<file path="src/rtl/fpu_result_pkg.sv">
// Shared types and constants for the FPU result responder.
// Flag bit positions, result bundle layout and canonical quiet NaNs.
package fpu_result_pkg;

  localparam int FLAGS_W = 5;

  localparam int FLAG_NX = 0;
  localparam int FLAG_UF = 1;
  localparam int FLAG_OF = 2;
  localparam int FLAG_DZ = 3;
  localparam int FLAG_NV = 4;

  localparam int MAX_DATA_W = 64;
  localparam int MAX_TAG_W  = 16;

  localparam logic [63:0] CNAN64 = 64'h7FF8_0000_0000_0000;
  localparam logic [31:0] CNAN32 = 32'h7FC0_0000;

  typedef struct packed {
    logic [MAX_DATA_W-1:0] data;
    logic [FLAGS_W-1:0]    flags;
    logic [MAX_TAG_W-1:0]  tag;
  } fpu_result_t;

  // Exponent all ones with a non-zero mantissa.
  function automatic logic is_nan64(
    input logic [63:0] d
  );
    return (&d[62:52]) && (|d[51:0]);
  endfunction

  function automatic logic is_nan32(
    input logic [31:0] d
  );
    return (&d[30:23]) && (|d[22:0]);
  endfunction

endpackage

</file>
<file path="src/rtl/fpu_result_fifo.sv">
// Synchronous FIFO holding buffered FPU results.
// Storage is cleared on reset so the read port shows zero until written.
module fpu_result_fifo
  import fpu_result_pkg::*;
#(
  parameter int WIDTH = 8,
  parameter int DEPTH = 4
) (
  input  logic                   clk,
  input  logic                   rst,
  input  logic                   push_i,
  input  logic [WIDTH-1:0]       wdata_i,
  input  logic                   pop_i,
  output logic [WIDTH-1:0]       rdata_o,
  output logic [$clog2(DEPTH):0] count_o
);

  localparam int PTR_W = $clog2(DEPTH);
  localparam int CNT_W = PTR_W + 1;

  logic [WIDTH-1:0] mem_q [DEPTH];
  logic [PTR_W-1:0] wr_q, wr_d;
  logic [PTR_W-1:0] rd_q, rd_d;
  logic [CNT_W-1:0] cnt_q, cnt_d;

  // Next pointers and occupancy; pointers wrap by natural overflow.
  always_comb begin
    wr_d  = wr_q;
    rd_d  = rd_q;
    cnt_d = cnt_q;
    if (push_i) begin
      wr_d = wr_q + PTR_W'(1);
    end
    if (pop_i) begin
      rd_d = rd_q + PTR_W'(1);
    end
    unique case ({push_i, pop_i})
      2'b10:   cnt_d = cnt_q + CNT_W'(1);
      2'b01:   cnt_d = cnt_q - CNT_W'(1);
      default: cnt_d = cnt_q;
    endcase
  end

  // Pointer and count registers.
  always_ff @(posedge clk) begin
    if (rst) begin
      wr_q  <= '0;
      rd_q  <= '0;
      cnt_q <= '0;
    end else begin
      wr_q  <= wr_d;
      rd_q  <= rd_d;
      cnt_q <= cnt_d;
    end
  end

  // Entry storage, wiped on reset.
  always_ff @(posedge clk) begin
    if (rst) begin
      for (int i = 0; i < DEPTH; i++) begin
        mem_q[i] <= '0;
      end
    end else if (push_i) begin
      mem_q[wr_q] <= wdata_i;
    end
  end

  assign rdata_o = mem_q[rd_q];
  assign count_o = cnt_q;

endmodule

</file>
<file path="src/rtl/fpu_result_responder.sv">
// FPU result responder: buffers results, tracks sticky flags, flags overflow.
// Optional NaN canonicalisation: define FPU_RESULT_NAN_CANON_EN.
module fpu_result_responder
  import fpu_result_pkg::*;
#(
  parameter int DATA_W = 64,
  parameter int DEPTH  = 4,
  parameter int TAG_W  = 4
) (
  input  logic               clk,
  input  logic               rst,
  input  logic               res_valid,
  output logic               res_ready,
  input  logic [DATA_W-1:0]  res_data,
  input  logic [FLAGS_W-1:0] res_flags,
  input  logic [TAG_W-1:0]   res_tag,
  output logic               out_valid,
  input  logic               out_ready,
  output logic [DATA_W-1:0]  out_data,
  output logic [FLAGS_W-1:0] out_flags,
  output logic [TAG_W-1:0]   out_tag,
  output logic [FLAGS_W-1:0] sticky_flags,
  input  logic               flags_clr,
  output logic               overflow_err
);

  localparam int ENT_W = DATA_W + FLAGS_W + TAG_W;
  localparam int CNT_W = $clog2(DEPTH) + 1;

  logic [CNT_W-1:0]   count;
  logic               push;
  logic               pop;
  logic [DATA_W-1:0]  store_data;
  logic [ENT_W-1:0]   wdata;
  logic [ENT_W-1:0]   rdata;
  logic [FLAGS_W-1:0] sticky_q, sticky_d;
  logic               ovf_q, ovf_d;

  // Handshake derives only from the registered count.
  assign res_ready = (count != CNT_W'(DEPTH));
  assign out_valid = (count != '0);
  assign push      = res_valid & res_ready;
  assign pop       = out_valid & out_ready;

`ifdef FPU_RESULT_NAN_CANON_EN
  if (DATA_W == 64) begin : g_canon64
    assign store_data = is_nan64(res_data) ? CNAN64 : res_data;
  end else begin : g_canon32
    assign store_data = is_nan32(res_data) ? CNAN32 : res_data;
  end
`else
  assign store_data = res_data;
`endif

  assign wdata = {store_data, res_flags, res_tag};

  fpu_result_fifo #(
    .WIDTH (ENT_W),
    .DEPTH (DEPTH)
  ) u_fifo (
    .clk     (clk),
    .rst     (rst),
    .push_i  (push),
    .wdata_i (wdata),
    .pop_i   (pop),
    .rdata_o (rdata),
    .count_o (count)
  );

  assign out_data  = rdata[ENT_W-1 -: DATA_W];
  assign out_flags = rdata[TAG_W +: FLAGS_W];
  assign out_tag   = rdata[TAG_W-1:0];

  // Sticky accumulation; a clear with a pop keeps only the popped flags.
  always_comb begin
    sticky_d = sticky_q;
    ovf_d    = res_valid & ~res_ready;
    if (pop) begin
      sticky_d = flags_clr ? out_flags : (sticky_q | out_flags);
    end else if (flags_clr) begin
      sticky_d = '0;
    end
  end

  // Sticky flags and overflow pulse registers.
  always_ff @(posedge clk) begin
    if (rst) begin
      sticky_q <= '0;
      ovf_q    <= 1'b0;
    end else begin
      sticky_q <= sticky_d;
      ovf_q    <= ovf_d;
    end
  end

  assign sticky_flags = sticky_q;
  assign overflow_err = ovf_q;

endmodule

</file>
<file path="config.mk">
export PLATFORM = sky130hd
export DESIGN_NAME = fpu_result_responder
export DESIGN_NICKNAME = d
export VERILOG_FILES = /design/src/rtl/fpu_result_pkg.sv /design/src/rtl/fpu_result_fifo.sv /design/src/rtl/fpu_result_responder.sv
export SDC_FILE = /design/constraint.sdc
export NUM_CORES = 1
export LEC_CHECK = 0
export CORE_UTILIZATION = 55
export DETAILED_ROUTE_END_ITERATION = 12
export PLACE_DENSITY = 0.87
export SLEW_MARGIN = 20
export SYNTH_ARGS = -nofsm -noshare
export SYNTH_HDL_FRONTEND = slang
export SYNTH_SLANG_ARGS = --single-unit
</file>
<file path="constraint.sdc">
create_clock -name clk -period 7.4 [get_ports clk]
set_clock_uncertainty 0.15 [all_clocks]
set_input_delay 2.22 -clock clk [delete_from_list [all_inputs] [get_ports clk]]
set_output_delay 2.22 -clock clk [all_outputs]
set_load 0.02 [all_outputs]
</file>
Word level (Yosys, flattened, before mapping)
Memory sizes are Yosys's and may differ from the RTL's. A register that Yosys moved wholly into a read port is not among the register bits.
Index checks and enable logic that the tools add are counted.
Storage, ports and cells
  output and inout bits: 81
  word-level logic and storage cells: 36
  memory bits (writable): 292
  memories kept: 1
  register bits: 13
  input bits: 78
Operators by class
  muxes and demuxes: 14
  add/subtract/negate cells: 4
  reduce and logical (&&, ||, !) cells: 4
  equality and inequality tests: 3
  bitwise gates (word level): 5
Memories
  u_fifo.mem_q: words 4, bits a word 73, read ports 1, clocked after memory_dff 1, wr ports 4, RTL line fpu_result_fifo.sv:21  | logic [WIDTH-1:0] mem_q [DEPTH];
Operator list (count)
  73-bit two-way mux: 1
  73-bit OR reduction: 1
  5-bit two-way mux: 3
  1-bit two-way mux: 6
  2-bit two-way mux: 3
  3-bit one-hot mux with 2 select lines: 1
  5-bit bitwise OR: 1
  2-bit by 1-bit adder with 2-bit output (second input constant): 2
  2-bit nonzero test: 2
  3-bit by 1-bit adder with 3-bit output (second input constant): 1
  1-bit bitwise AND: 3
  3-bit inequality test (second input constant): 1
  3-bit nonzero test: 1
  3-bit by 1-bit subtractor with 3-bit output (second input constant): 1
  2-bit by 1-bit equality test with 1-bit output (second input constant): 1
  2-bit equality test (second input constant): 1
  1-bit inverter: 1

Depth between registers and ports, before layout
Gate-level depths: netlist of the first run.
  depth after elaboration: 7
  gate-level depth with buffers: 9
  depth with buffers taken out: 9

By module
Synthesis of the first run repeated with hierarchy kept, for this count alone.
Unflattened totals
  cell total of the unflattened synthesis: 772
  area, all modules: 13254.0 um^2
Modules (own cells, without submodules)
  fpu_result_fifo: area an instance 13006.2 um^2, times used 1, cells an instance 749, seq. area each 8948.6 um^2
  fpu_result_responder: area an instance 247.7 um^2, times used 1, cells an instance 23, seq. area each 120.1 um^2

Worst setup path after synthesis of the first run
No wires, ideal clock.
  kind: input-to-reg
  start: input port res_valid
  end: memory u_fifo.mem_q[2][0] (netlist name), enable pin
  cell stages on the path: 2
  setup time: 519 ps
  buffers on the path: 0
  setup slack: 1038 ps
  data arrival time: 5692 ps
  required time: 6731 ps
  cells stage by stage: nand2_1 o21bai_1
RTL lines
  from (decl): RTL line fpu_result_responder.sv:12  | input logic res_valid,
  to (decl): RTL line fpu_result_fifo.sv:21

==> impl_metrics.tcl, run 1 <==
set metrics [dict create \
    num_io_pins 159 \
    antenna_found_initial 1 \
    post-cts-setup-buffer-count 0 \
    wl_met2_um 13300 \
    max_slew.worst_pin.slew_ps 1100 \
    cp_max_fo 44 \
    wl_um 25900 \
    status "completed" \
    cp.required_ps 5030 \
    synth_cell_type_count 33 \
    syn_inst 775 \
    ys_warn_count 0 \
    critical_path_buf_inv_count 2 \
    vias 6963 \
    grt_start_max_net_pins 74 \
    grt_use_total 0.214 \
    synthArstFlopShare 0 \
    seq_area_mm2 0.00908 \
    grt_pass1_wl_um 39400 \
    core_mm2 0.0235 \
    multiInputGateArea_mm2 0.00397 \
    htreeDepth 1 \
    place.gp.congestion 0.690 \
    ant_nets 0 \
    drv_slew 0 \
    via_per_inst 5.48 \
    synth_edf_count 292 \
    grt_pass1_vias 7276 \
    power_mw 4.93 \
    fin_tns_setup_ps 0 \
    ys.flop_type "edfxtp_1" \
    synth_seq_area_share 0.685 \
    io_buffers 158 \
    cts_sinks 307 \
    power.density_mw_per_mm2 306 \
    critPathSlowestCell "dfxtp_4" \
    place_hpwl_um 14300 \
    leakagePower_nw 5.78 \
    post-route-min-period_ps 5520 \
    fin_crit_sh 0.747 \
    start_util 0.563 \
    clk_latency_ps 540 \
    drt_iter0_drc 476 \
    met3_length_um 1580 \
    overflow 0 \
    avgSynthCellArea_um2 17.1 \
    slew_headroom 0.268 \
    num_rows 56 \
    worstSetupPathType "reg2out" \
    area_growth_pct 21.5 \
    path_cells "buf_4 > mux4_2 > clkdlybuf4s50_1" \
    fillCellCount 1595 \
    die_height_um 157 \
    rsz0062_at_grt "false" \
    dieArea_mm2 0.0247 \
    drv_cap 0 \
    ir_drop_mv 0.227 \
    synthesis.nets 855 \
    fmax_mhz 181 \
    cp_top_family "buffers and inverters" \
    routedWlPerCell_um 20.4 \
    clk_pin_slew_ps 60 \
    drt-met1-wl_um 10400 \
    critPathLaunchType "flip-flop" \
    cp.arrival_ps 3150 \
    fp.dieW_um 157 \
    diodes 0 \
    root_buffer "clkbuf_16" \
    post_cts_resized 0 \
    hold_path.class "reg2reg" \
    cts_hold_buffers 0 \
    slowest_delay_ps 960 \
    top_layer_used "met5" \
    hold_violations 0 \
    cts_tree "yes" \
    firstDrtPassIters 7 \
    drc_errors 0 \
    ys_seq_elements 307 \
    crit_path_end_kind "output pin" \
    drive_above_1_share 0.207 \
    cts_max_path_buffers 3 \
    nets 1008 \
    cts_made_buffers 30 \
    setup_viol 0 \
    syn_area_mm2 0.0132 \
]
==> report_power, final <==
group / internal (mW) / leakage (nW) / switching, mW
clock network: 0.850 / 0.463 / 0.612
registers: 2.10 / 3.16 / 0.146
logic: 0.654 / 2.16 / 0.569
==> worst paths after layout <==
check                           slack, ps           endpoint               from  cells after the start
worst max-delay path                 1880       out_data[15]          flip-flop                      3
worst max register to register       4490  u_fifo.count_o[2]  u_fifo.count_o[2]                      9
worst min register to register        380     u_fifo.rd_q[0]     u_fifo.rd_q[0]                      2
worst min-delay path                  380     u_fifo.rd_q[0]     u_fifo.rd_q[0]                      2
==> worst reg2reg max path, cell delays in order (launching register included) <==
cell and delay [ps]:
dfxtp_1 410, nor3b_4 530, inv_1 210, nand2_1 210
ha_1 200, inv_1 60, fa_1 370, xor2_1 160
or3_2 400, a21oi_1 140
==> state kept, by name (all words and copies together) (netlist names), named ones only <==
signal	flops
overflow_err	1
sticky_flags	5
u_fifo.count_o	3
u_fifo.rd_q	2
u_fifo.mem_q	292
u_fifo.wr_q	2
==> cells in the final DEF (no fill, tap or decap), types with 3 or more instances in the layout <==
master / synthesis / layout
nor3b_1: 5 / 5
and2_2: 56 / 56
edfxtp_1: 292 / 292
a21oi_1: 4 / 4
inv_1: 6 / 6
xor2_1: 4 / 4
mux4_2: 73 / 73
a21o_1: 5 / 5
clkinv_2: 0 / 5
and2_1: 236 / 236
clkinv_1: 0 / 7
clkbuf_16: 0 / 31
o21ai_0: 3 / 3
dfxtp_1: 15 / 13
clkbuf_1: 20 / 6
nor2_1: 9 / 8
clkdlybuf4s50_1: 0 / 158
or3_2: 4 / 4
buf_4: 6 / 8
==> stage by stage <==
step / utilization / cell area, µm² / hold WS (ps) / worst slack (ps) / std cells
2_1_floorplan: - / 13200 / 335 / 1040 / 775
6_report: 0.683 / 16100 / 384 / 1880 / 1270
3_3_place_gp: 0.642 / 15100 / 350 / 2200 / 1214
5_1_grt: 0.683 / 16100 / 416 / 1670 / 1270
3_5_place_dp: 0.642 / 15100 / 361 / 2120 / 1214
4_1_cts: 0.682 / 16100 / 384 / 1780 / 1269
==> per-layer routing <==
metal | global-route usage | vias to the layer above
li1 | - | 3179
met1 | 0.267 | 3521
met2 | 0.383 | 212
met3 | 0.0396 | 49
met4 | 0.0620 | 2
met5 | 0 | -
==> synthesized netlist by cell type (all sizes together), types with 2 or more instances <==
master,number,area [µm²]
nor2,9,33.8
mux4,73,1640
buf,13,77.6
edfxtp,292,8770
dfxtp,15,300
nand2b,3,26.3
a21o,5,37.5
nand2,2,7.51
xor2,4,35.0
inv,6,22.5
or3,4,30.0
a21oi,4,20.0
and2,292,1900
clkbuf,34,154
o21ai,3,15.0
nor3b,6,56.3
==> layout make-up <==
class                      count  share of cell area
sequential                   307               0.564
multi-input combinational    415               0.247
timing repair buffer         168               0.104
clock buffer                  39              0.0513
tap                          319              0.0248
clock inverter                16             0.00785
inverter                       6             0.00140
==> cell families (layout without fill, tap and decap cells) <==
logic type / count (synthesis) / after routing / share of synthesized area
AOI/OAI and AO/OA: 16 / 16 / 0.00803
xor gates and xnor gates: 4 / 4 / 0.00264
adders and majority gates: 2 / 2 / 0.00246
buffers and inverters: 53 / 229 / 0.0192
DFF: 307 / 307 / 0.685
muxes: 73 / 73 / 0.124
and+or+nand+nor: 320 / 320 / 0.159
No activity file was read; power rests on OpenSTA's default activity.
==> run 2: changes to the inputs <==
==> constraint.sdc (replaced) <==
create_clock -name clk -period 5.64 [get_ports clk]
set_clock_uncertainty 0.15 [all_clocks]
set_input_delay 1.692 -clock clk [delete_from_list [all_inputs] [get_ports clk]]
set_output_delay 1.692 -clock clk [all_outputs]
set_load 0.02 [all_outputs]
==> impl_metrics.tcl, run 2 (synthesized netlist as in run 1, its figures left out) <==
set metrics [dict create \
    cts_sinks 307 \
    via_per_inst 5.50 \
    critPathLaunchType "flip-flop" \
    place_hpwl_um 15500 \
    cts_hold_buffers 0 \
    fp.dieW_um 157 \
    fmax_mhz 215 \
    leakagePower_nw 5.84 \
    final_cell_count_no_fill 1276 \
    hold_violations 0 \
    ir_drop_mv 0.300 \
    largest_register "u_fifo.mem_q" \
    wl_um 26500 \
    area_growth_pct 22.4 \
    hold_slack_ps 399 \
    critPathSlowestCell "dfxtp_4" \
    worstSetupPathType "reg2out" \
    hold_path.class "reg2reg" \
    vias 7017 \
    drt_iter0_drc 395 \
    cp.required_ps 3800 \
    grt_pass1_wl_um 40400 \
    cp.arrival_ps 2810 \
    dp.cells 1219 \
    cp_max_fo 36 \
    power_mw 6.53 \
    power.density_mw_per_mm2 403 \
    slew_headroom 0.495 \
    nets 1013 \
    largest_reg_flops 292 \
    setup_viol 0 \
    die_height_um 157 \
    clk_latency_ps 540 \
    start_util 0.563 \
    reg2reg_slack_ps 2740 \
    io_buffers 158 \
    diodes 0 \
    final_common_cell "edfxtp_1" \
    post-route-min-period_ps 4650 \
    reg2reg_depth 9 \
    drive_above_1_share 0.212 \
    grt_pass1_vias 7379 \
    place.gp.congestion 0.743 \
    firstDrtPassIters 4 \
    htreeDepth 1 \
    drv_cap 0 \
    crit_path_end_kind "output pin" \
    max_slew.worst_pin.slew_ps 758 \
    grt_use_total 0.220 \
    cts_tree "yes" \
    grt_start_max_net_pins 74 \
    drc_errors 0 \
    rsz0062_at_grt "false" \
    cts_max_path_buffers 3 \
    ant_nets 0 \
    routedWlPerCell_um 20.8 \
    drv_slew 0 \
    clk_pin_slew_ps 60 \
    fin_crit_sh 0.824 \
    mostFrequentLayoutCells "edfxtp_1 (292), and2_1 (236), clkdlybuf4s50_1 (158)" \
    fin_tns_setup_ps 0 \
    dieArea_mm2 0.0247 \
    cts_made_buffers 31 \
    slowest_delay_ps 710 \
    path_cells "buf_12 > mux4_2 > clkdlybuf4s50_1" \
    post-cts-setup-buffer-count 0 \
    antenna_found_initial 0 \
    post_cts_resized 0 \
    num_rows 56 \
    holdPathStages 2 \
    overflow 0 \
    status "completed" \
    num_io_pins 159 \
    core_mm2 0.0235 \
    root_buffer "clkbuf_16" \
]
==> run 2: per-stage QoR <==
| stage | cell area (µm²) | util | worst slack, ps |
|---|---|---|---|
| final | 16200 | 0.689 | 990 |
| after global placement | 15200 | 0.647 | 1450 |
| after global routing | 16200 | 0.689 | 802 |
| after CTS | 16200 | 0.689 | 908 |
| after floorplan | 13200 | - | 1190 |
| after detailed placement | 15200 | 0.647 | 1400 |
==> run 2: layer usage <==
layer / GRT usage / routed length, µm / vias up
li1: - / - / 3182
met3: 0.0394 / 1730 / 33
met5: 0 / 0 / -
met1: 0.284 / 10500 / 3589
met2: 0.391 / 13900 / 213
met4: 0.0490 / 347 / 0
==> run 2: path summary, 6_finish.rpt <==
check               startpoint                 to
min          u_fifo.count_o[2]  u_fifo.count_o[2]
max reg2reg  u_fifo.count_o[2]  u_fifo.count_o[2]
min reg2reg  u_fifo.count_o[2]  u_fifo.count_o[2]
max                  flip-flop       out_data[34]
==> run 2: layout make-up <==
class                   count  area (µm²)
flip-flops and latches    307        9080
inverters                   6        22.5
clock buffers              42         857
repair buffers            172        1770
clock inverters            15         120
fillers                  1533        7330
multi-input cells         415        3970
well taps                 319         399
==> run 2: report_power, final <==
group	internal, mW	switching (mW)	leakage (nW)
clock network	1.15	0.811	0.480
registers	2.75	0.142	3.16
logic	0.877	0.807	2.20
total	4.77	1.76	5.84
==> run 2: worst max-delay path, delay by kind of cell (launching register included) <==
family | cells | cell delay, ps
buf+inv | 2 | 930
flops | 1 | 710
mux | 1 | 580
==> run 3: changes to the inputs <==
--- a/config.mk
+++ b/config.mk
@@ -5,9 +5,9 @@
 export SDC_FILE = /design/constraint.sdc
 export NUM_CORES = 1
 export LEC_CHECK = 0
-export CORE_UTILIZATION = 55
+export CORE_UTILIZATION = 50
 export DETAILED_ROUTE_END_ITERATION = 12
-export PLACE_DENSITY = 0.87
+export PLACE_DENSITY = 0.84
 export SLEW_MARGIN = 20
 export SYNTH_ARGS = -nofsm -noshare
 export SYNTH_HDL_FRONTEND = slang
==> constraint.sdc (replaced) <==
create_clock -name clk -period 3.7 [get_ports clk]
set_clock_uncertainty 0.15 [all_clocks]
set_input_delay 1.11 -clock clk [delete_from_list [all_inputs] [get_ports clk]]
set_output_delay 1.11 -clock clk [all_outputs]
set_load 0.02 [all_outputs]
==> impl_metrics.tcl, run 3 (synthesized netlist as in run 1, its figures left out) <==
set metrics [dict create \
    root_buffer "clkbuf_16" \
    place.gp.congestion 0.725 \
    leakagePower_nw 6.11 \
    cts_sinks 307 \
    path_cells "buf_16 > mux4_2 > clkdlybuf4s50_1" \
    start_util 0.510 \
    nets 1018 \
    cp_top_family "buffers and inverters" \
    ir_drop_mv 0.431 \
    critPathSlowestCell "mux4_2" \
    slowest_delay_ps 560 \
    cp.arrival_ps 2370 \
    core_mm2 0.0260 \
    drv_slew 0 \
    power_mw 9.95 \
    area_growth_pct 23.4 \
    place_hpwl_um 15400 \
    drive_above_1_share 0.214 \
    num_io_pins 159 \
    num_rows 59 \
    final_common_cell "edfxtp_1" \
    cts_made_buffers 31 \
    dp.cells 1239 \
    status "completed" \
    critPathLaunchType "flip-flop" \
    power.density_mw_per_mm2 609 \
    grt_use_total 0.208 \
    place_area_mm2 0.0153 \
    clk_pin_slew_ps 60 \
    reg2reg_depth 9 \
    fmax_mhz 275 \
    crit_cells 3 \
    cts_hold_buffers 0 \
    postLayoutCoreUtil 0.629 \
    setup_viol 0 \
    mostFrequentLayoutCells "edfxtp_1 (292), and2_1 (236), clkdlybuf4s50_1 (139)" \
    dieArea_mm2 0.0271 \
    cp_max_fo 24 \
    cts_tree "yes" \
    routedWlPerCell_um 21.2 \
    rsz0062_at_grt "false" \
    post-cts-setup-buffer-count 0 \
    firstDrtPassIters 4 \
    slew_headroom 0.514 \
    final_cell_count_no_fill 1294 \
    grt_pass1_wl_um 42200 \
    diodes 0 \
    drc_errors 0 \
    holdPathStages 2 \
    grt_pass1_vias 7435 \
    htreeDepth 1 \
    grt_start_max_net_pins 74 \
    clk_latency_ps 540 \
    drt_iter0_drc 580 \
    die_height_um 165 \
    post-route-min-period_ps 3630 \
    hold_violations 0 \
    max_slew.worst_pin.slew_ps 728 \
    critical_path_buf_inv_count 2 \
    largest_register "u_fifo.mem_q" \
    drv_cap 0 \
    antenna_found_initial 1 \
    vias 7081 \
    stdcell_area_mm2 0.0163 \
    wl_um 27400 \
    cts_max_path_buffers 3 \
    ant_nets 0 \
    via_per_inst 5.47 \
    hold_path.class "reg2reg" \
    largest_reg_flops 292 \
    io_buffers 158 \
    crit_path_end_kind "output pin" \
    overflow 0 \
    cp.required_ps 2440 \
    fp.dieW_um 165 \
    worstSetupPathType "reg2out" \
    fin_crit_sh 0.982 \
]
-- run 3: final cells by class --
type	count	area, µm²
fill	1862	9640
sequential	307	9080
multi-input combinational	415	3970
timing repair buffer	177	1930
clock buffer	44	855
tap	335	419
clock inverter	10	73.8
inverter	6	22.5
-- run 3: path summary, 6_finish.rpt --
kind                                   startpoint                end  slack (ps)
worst max-delay path                    flip-flop       out_data[29]          70
worst min-delay path               u_fifo.rd_q[1]     u_fifo.rd_q[1]         390
worst max register to register  u_fifo.count_o[2]  u_fifo.count_o[2]         810
worst min register to register     u_fifo.rd_q[1]     u_fifo.rd_q[1]         390
-- run 3: tightest hold or removal path, delay by kind of cell, from the launching register on --
kind,cells,cell delay (ps)
xor gates and xnor gates,1,60
DFF,1,320
and+or+nand+nor,1,100
-- run 3: repair_timing --
item,4_1_cts,5_1_grt
cloned,1,0
endpoints found under the setup margin,48,11
resized for setup,2,20
-- run 3: where the power goes --
group	internal, mW	leakage [nW]	switching (mW)
Combinational	1.39	2.49	1.34
Clock	1.66	0.454	1.24
Sequential	4.19	3.16	0.134
-- run 3: per-layer routing --
layer  GRT usage  vias to the layer above  share of wire
li1            -                     3207              -
met1       0.275                     3595           0.41
met2       0.361                      246           0.51
met3      0.0352                       31          0.061
met4      0.0459                        2          0.013
met5           0                        -        0.00044
-- run 3: through the flow --
step | setup WS [ps] | hold slack [ps] | TNS, ps
floorplan | -8.31 | 335 | -607
global placement | 336 | 360 | 0
detailed placement | 280 | 364 | 0
CTS | 0.500 | 388 | 0
global route | 1.64 | 408 | 0
finish | 67.5 | 385 | 0
